## src/rtl/multislot_recorder.sv

```systemverilog
`default_nettype none
// +--------------------------------------------------------------------------+
// | multislot_recorder: decimated PCM capture into NUM_SLOTS ZBT regions     |
// | with per-slot length tracking and one-shot or looped playback.           |
// | Revision: 1.0                                                            |
// +--------------------------------------------------------------------------+
module multislot_recorder #(
  parameter int SAMPLE_WIDTH = 8,
  parameter int ADDR_WIDTH   = 19,
  parameter int SLOT_BITS    = 2,
  parameter int SLOT_LOG     = 15,
  parameter int BASE_ADDR    = 0,
  parameter int DECIMATE     = 4,
  parameter int RD_LAT       = 2
) (
  input  logic                    clock,
  input  logic                    reset_n,
  input  logic                    ready,
  input  logic                    record_req,
  input  logic                    play_req,
  input  logic                    stop_req,
  input  logic [SLOT_BITS-1:0]    slot_sel,
  input  logic                    loop_en,
  input  logic [SAMPLE_WIDTH-1:0] mic_data,
  input  logic [35:0]             zbt_rdata,
  output logic [ADDR_WIDTH-1:0]   zbt_addr,
  output logic [35:0]             zbt_wdata,
  output logic                    zbt_we_n,
  output logic [SAMPLE_WIDTH-1:0] to_ac97_data,
  output logic [1:0]              state,
  output logic                    done,
  output logic [SLOT_LOG:0]       slot_len
);

  localparam int NUM_SLOTS = 1 << SLOT_BITS;
  localparam int LEN_W     = SLOT_LOG + 1;
  localparam int CNT_W     = (DECIMATE > 1) ? $clog2(DECIMATE) : 1;
  localparam logic [LEN_W-1:0] SLOT_LEN = {1'b1, {SLOT_LOG{1'b0}}};
  localparam logic [CNT_W-1:0] CNT_LAST = CNT_W'(DECIMATE - 1);

  localparam logic [1:0] IDLE   = 2'b00;
  localparam logic [1:0] RECORD = 2'b01;
  localparam logic [1:0] PLAY   = 2'b10;

  logic [1:0]           state_nxt;
  logic [SLOT_BITS-1:0] slot_q;
  logic                 loop_q;
  logic [LEN_W-1:0]     offset;
  logic [CNT_W-1:0]     cnt;
  logic [LEN_W-1:0]     lengths [NUM_SLOTS];
  logic [RD_LAT-1:0]    rd_pipe;
  logic                 done_nxt;

  logic start_rec, start_play, empty_play;
  logic wr_event, wr_commit, rec_full;
  logic rd_issue, play_end, capture;
  logic cnt_last;
  logic [LEN_W-1:0] play_len;
  logic unused_rdata;

  assign cnt_last     = (cnt == CNT_LAST);
  assign play_len     = lengths[slot_q];
  assign slot_len     = lengths[slot_sel];
  assign zbt_addr     = ADDR_WIDTH'(BASE_ADDR) + ADDR_WIDTH'({slot_q, offset[SLOT_LOG-1:0]});
  assign unused_rdata = ^zbt_rdata[35:SAMPLE_WIDTH];

  always_ff @(posedge clock or negedge reset_n) begin
    if (!reset_n) state <= IDLE;
    else          state <= state_nxt;
  end

  // Event decode: stop_req outranks record_req, which outranks play_req.
  always_comb begin
    start_rec  = (state == IDLE) && record_req && !stop_req;
    start_play = (state == IDLE) && play_req && !record_req && !stop_req;
    empty_play = start_play && (lengths[slot_sel] == '0);
    wr_commit  = (state == RECORD) && !zbt_we_n;
    rec_full   = wr_commit && ((offset + LEN_W'(1)) == SLOT_LEN);
    wr_event   = (state == RECORD) && ready && cnt_last && !stop_req && !rec_full;
    rd_issue   = (state == PLAY) && ready && (cnt == '0) && !stop_req && (offset != play_len);
    // The last sample's hold ends on its final strobe; with DECIMATE=1 that is the read strobe itself.
    play_end   = (state == PLAY) && ready && cnt_last && !stop_req &&
                 ((offset == play_len) || (rd_issue && ((offset + LEN_W'(1)) == play_len)));
    capture    = (state == PLAY) && rd_pipe[RD_LAT-1];
    done_nxt   = ((state != IDLE) && stop_req) || rec_full || (play_end && !loop_q) || empty_play;
  end

  always_comb begin
    state_nxt = state;
    case (state)
      IDLE: begin
        if (start_rec)                       state_nxt = RECORD;
        else if (start_play && !empty_play)  state_nxt = PLAY;
      end
      RECORD: if (stop_req || rec_full)      state_nxt = IDLE;
      PLAY:   if (stop_req || (play_end && !loop_q)) state_nxt = IDLE;
      default:                               state_nxt = IDLE;
    endcase
  end

  always_ff @(posedge clock or negedge reset_n) begin
    if (!reset_n) begin
      zbt_we_n     <= 1'b1;
      zbt_wdata    <= '0;
      to_ac97_data <= '0;
      done         <= 1'b0;
      slot_q       <= '0;
      loop_q       <= 1'b0;
      offset       <= '0;
      cnt          <= '0;
      rd_pipe      <= '0;
      for (int i = 0; i < NUM_SLOTS; i++) lengths[i] <= '0;
    end else begin
      done     <= done_nxt;
      zbt_we_n <= !wr_event;
      rd_pipe  <= (rd_pipe << 1) | RD_LAT'(rd_issue);
      if (wr_event) zbt_wdata <= 36'(mic_data);
      if ((state == RECORD) && ready) to_ac97_data <= mic_data;
      if (capture) to_ac97_data <= zbt_rdata[SAMPLE_WIDTH-1:0];

      if (start_rec) begin
        slot_q           <= slot_sel;
        offset           <= '0;
        cnt              <= '0;
        lengths[slot_sel] <= '0;
      end else if (start_play && !empty_play) begin
        slot_q <= slot_sel;
        loop_q <= loop_en;
        offset <= '0;
        cnt    <= '0;
      end else begin
        if ((state != IDLE) && ready) cnt <= cnt_last ? '0 : cnt + CNT_W'(1);
        if (wr_commit) begin
          offset          <= offset + LEN_W'(1);
          lengths[slot_q] <= offset + LEN_W'(1);
        end
        if (rd_issue) offset <= offset + LEN_W'(1);
        if (play_end && loop_q) offset <= '0;
      end
    end
  end

endmodule
`default_nettype wire

```

## config.mk

```make
export PLATFORM = sky130hd
export DESIGN_NAME = multislot_recorder
export DESIGN_NICKNAME = d
export VERILOG_FILES = /design/src/rtl/multislot_recorder.sv
export SDC_FILE = /design/constraint.sdc
export NUM_CORES = 1
export LEC_CHECK = 0
export CORE_UTILIZATION = 50
export CTS_BUF_LIST = sky130_fd_sc_hd__clkbuf_4 sky130_fd_sc_hd__clkbuf_8
export DETAILED_ROUTE_END_ITERATION = 6
export PLACE_DENSITY = 0.84
export SLEW_MARGIN = 20
export SYNTH_ARGS = -nofsm -noshare
export SYNTH_HDL_FRONTEND = slang
export SYNTH_SLANG_ARGS = --single-unit
```

## constraint.sdc

```tcl
create_clock -name clock -period 3.35 [get_ports clock]
set_input_delay 0.5025 -clock clock [delete_from_list [all_inputs] [get_ports clock]]
set_output_delay 0.5025 -clock clock [all_outputs]
set_load 0.05 [all_outputs]
```

==> metrics.md <==
| Metric | Value |
|---|---|
| Vias | `4814` |
| CP arrival | `3450 ps` |
| Placed cell count | `794` |
| First-pass GRT wire length | `25.1 mm` |
| Worst min path class | `in -> async` |
| Syn Std Cell Area | `6180 um2` |
| Seq/Total Area, Yosys | `0.434` |
| Status | `complete, no violations` |
| Synth-to-Final Area Change | `16.4%` |
| Main flop type after synthesis | `dfrtp_1` |
| Yosys reg bits | `107` |
| Initial core utilization | `0.514` |
| Drc violations | `0` |
| Die ar. | `12800 um2` |
| Remaining global-route overflow | `0` |
| Final WL | `15.6 mm` |
| Worst-skew pair later-pin latency | `380 ps` |
| I/O pin total | `136` |
| Crit start category | `flop` |
| Nets@finish | `715` |
| Final setup violation count | `0` |
| CTS tree | `built` |
| Tcrit/Tclk final | `0.956` |
| Crit Path Max Fanout | `16` |
| Max-cap violations | `0` |
| Worst-case clock buffer depth | `2` |
| Critical Path End Type | `flop` |
| Mapped Cells | `589` |
| Pins Over Slew Limit | `0` |
| Number of diodes | `0` |
| Worst relative slew slack | `0.474` |
| Ys Warns | `0` |
| CTS Sinks | `107` |
| Layout cells sized above 1 | `0.189` |
| Initial DRC count | `436` |
| Vias per inst | `5.94` |
| Number of global-route vias before repair | `4887` |
| Final hold violation count | `0` |
| Final ANT Viol Nets | `0` |
| Maximum clock rate | `312 MHz` |
| Critical Path RT | `3600 ps` |
| Fin crit period | `3200 ps` |
| Peak supply drop | `0.348 mV` |
| Root Buffer | `clkbuf_8` |
| Clock buffer count from CTS | `9` |
| Pleak | `3.07 nW` |
| Worst-case clock skew | `12.5 ps` |
| Chip height | `113 um` |
| Largest net degree at the start of global routing | `87` |
| Async S/R FF share, synth | `1.00` |
| Finished Layout Cells | `810` |
| Post-synth EDFFs | `0` |
| Total GRT Usage | `0.254` |
| Fillcell total | `973` |
| Worst-Margin Slew | `788 ps` |
| Pwr/cell area | `552 nW/um2` |
| Post-CTS Setup Inserts | `0` |
| DR WL/cell | `19.2 um` |
| Final Wtd Congestion | `0.865` |
| Placeable Area | `12000 um2` |
| Synth Area per Inst | `10.5 um2` |
| Site row count | `40` |
| Setup TNS | `0 ps` |
| Drt pass-1 iters | `7` |
| Die Wd | `113 um` |
| H-tree depth | `3` |
| RSZ-0062 raised after global routing | `false` |
| # resized after CTS | `0` |
| Hold slack | `177 ps` |
| Clock slew at reported path FFs | `100 ps` |
| Initial antenna violation count | `0` |
| Detailed Place HPWL | `11.3 mm` |
| Synth cell types | `59` |
| Port buffer count | `77` |
| Hold Buf Count CTS | `0` |
| Setup CP Type | `reg -> reg` |
synthesized netlist by cell type, types with 9 or more instances:
| cell | number | area share |
|---|---|---|
| clkbuf_1 | 20 | 0.012 |
| buf_2 | 14 | 0.011 |
| nand3_1 | 9 | 0.0073 |
| nand2_1 | 93 | 0.056 |
| nand4_1 | 13 | 0.013 |
| mux4_2 | 32 | 0.12 |
| nor2_1 | 27 | 0.016 |
| xnor2_1 | 36 | 0.051 |
| xor2_1 | 16 | 0.023 |
| dfrtp_1 | 106 | 0.43 |
| o21ai_0 | 74 | 0.060 |
| buf_4 | 45 | 0.055 |
state kept, by name, indices dropped and copies added, names as in the netlist:
register,flops
done,1
loop_q,1
offset,16
rd_pipe,2
slot_q,2
cnt,2
lengths,64
zbt_wdata,8
state,2
to_ac97_data,8
zbt_we_n,1
layout make-up:
type,count,area [um2],area share
clock buffer,12,159,0.0221
clock inverter,4,48.8,0.00679
timing repair buffer,110,1020,0.141
multi-input combinational,422,3070,0.427
tap,147,184,0.0256
inverter,8,30.0,0.00418
sequential,107,2680,0.373
critical path, stage by stage (launching register included):
cell and delay (ps):
dfrtp_1 780, buf_4 250, mux4_2 340, xnor2_1 260, nand4_1 170, nor4_2 510
a41oi_2 170, o21ai_4 470, nor2_1 110
stage by stage:
step | utilization | instance area, um2 | worst slack, ps | total power [mW]
after floorplan | - | 6290 | 425 | 2.69
after detailed placement | 0.581 | 6980 | 11.0 | 3.15
after CTS | 0.598 | 7190 | 177 | 3.98
after global placement | 0.581 | 6980 | 122 | 3.08
final | 0.599 | 7190 | 147 | 3.97
after global routing | 0.599 | 7190 | 13.8 | 4.13
layout by cell type, fill, tap and decap left out, drive strengths merged, types with 3 or more instances in the layout:
cell type      netlist  routed
xor2                16      16
conb                 1      30
nor3                 9       9
nand4               14      14
nand3               10      10
inv                  8       8
buf                 61      50
nand3b               3       3
nor4                10      10
dfrtp              106     106
nor3b                3       3
nand2               93      93
xnor2               37      37
o21ai               76      76
clkdlybuf4s50        0      60
a211oi               3       3
or3                  3       3
clkbuf              20      12
ha                   4       4
mux2                11      11
nor2                28      28
mux2i                8       8
mux4                32      32
a21oi                5       5
clkinv               0       3
per-layer routing:
metal  part of all wire  up-vias  global-route usage
li1                   -     2135                   -
met5                  0        -                   0
met2               0.51      231               0.433
met1               0.39     2407               0.320
met3              0.068       41              0.0311
met4              0.032        0               0.133
power by group:
group / total, mW / leakage [nW] / internal (mW) / switching [mW]
registers: 1.64 / 1.43 / 1.48 / 0.164
clock network: 0.835 / 0.110 / 0.395 / 0.441
logic: 1.49 / 1.53 / 0.600 / 0.892
total: 3.97 / 3.07 / 2.47 / 1.50
worst paths after layout:
kind | startpoint | endpoint | slack [ps] | cells past startpoint
min in group clock | rd_pipe[0]$_DFF_PN0_ | rd_pipe[1]$_DFF_PN0_ | 360 | 0
setup / recovery | slot_q[1]$_DFFE_PN0P_ | offset[6]$_DFFE_PN0P_ | 150 | 8
hold / removal | reset_n | zbt_wdata[4]$_DFFE_PN0P_ | 180 | 1
setup reg to reg | slot_q[1]$_DFFE_PN0P_ | offset[6]$_DFFE_PN0P_ | 150 | 8
max in group asynchronous | reset_n | lengths[12]$_DFFE_PN0P_ | 2440 | 2
hold reg to reg | rd_pipe[0]$_DFF_PN0_ | rd_pipe[1]$_DFF_PN0_ | 360 | 0
kinds of logic (layout without fill, tap and decap cells):
| family | after synthesis | count (layout) | synth area share |
|---|---|---|---|
| buffers and inverters | 89 | 134 | 0.0867 |
| xor gates and xnor gates | 53 | 53 | 0.0763 |
| AOI/OAI and AO/OA | 99 | 99 | 0.0932 |
| other | 1 | 30 | 0.000607 |
| muxes | 51 | 51 | 0.150 |
| DFF | 107 | 107 | 0.434 |
| adders and majority gates | 4 | 4 | 0.00810 |
| and+or+nand+nor | 185 | 185 | 0.152 |
Power figures use the tool's default switching activity.
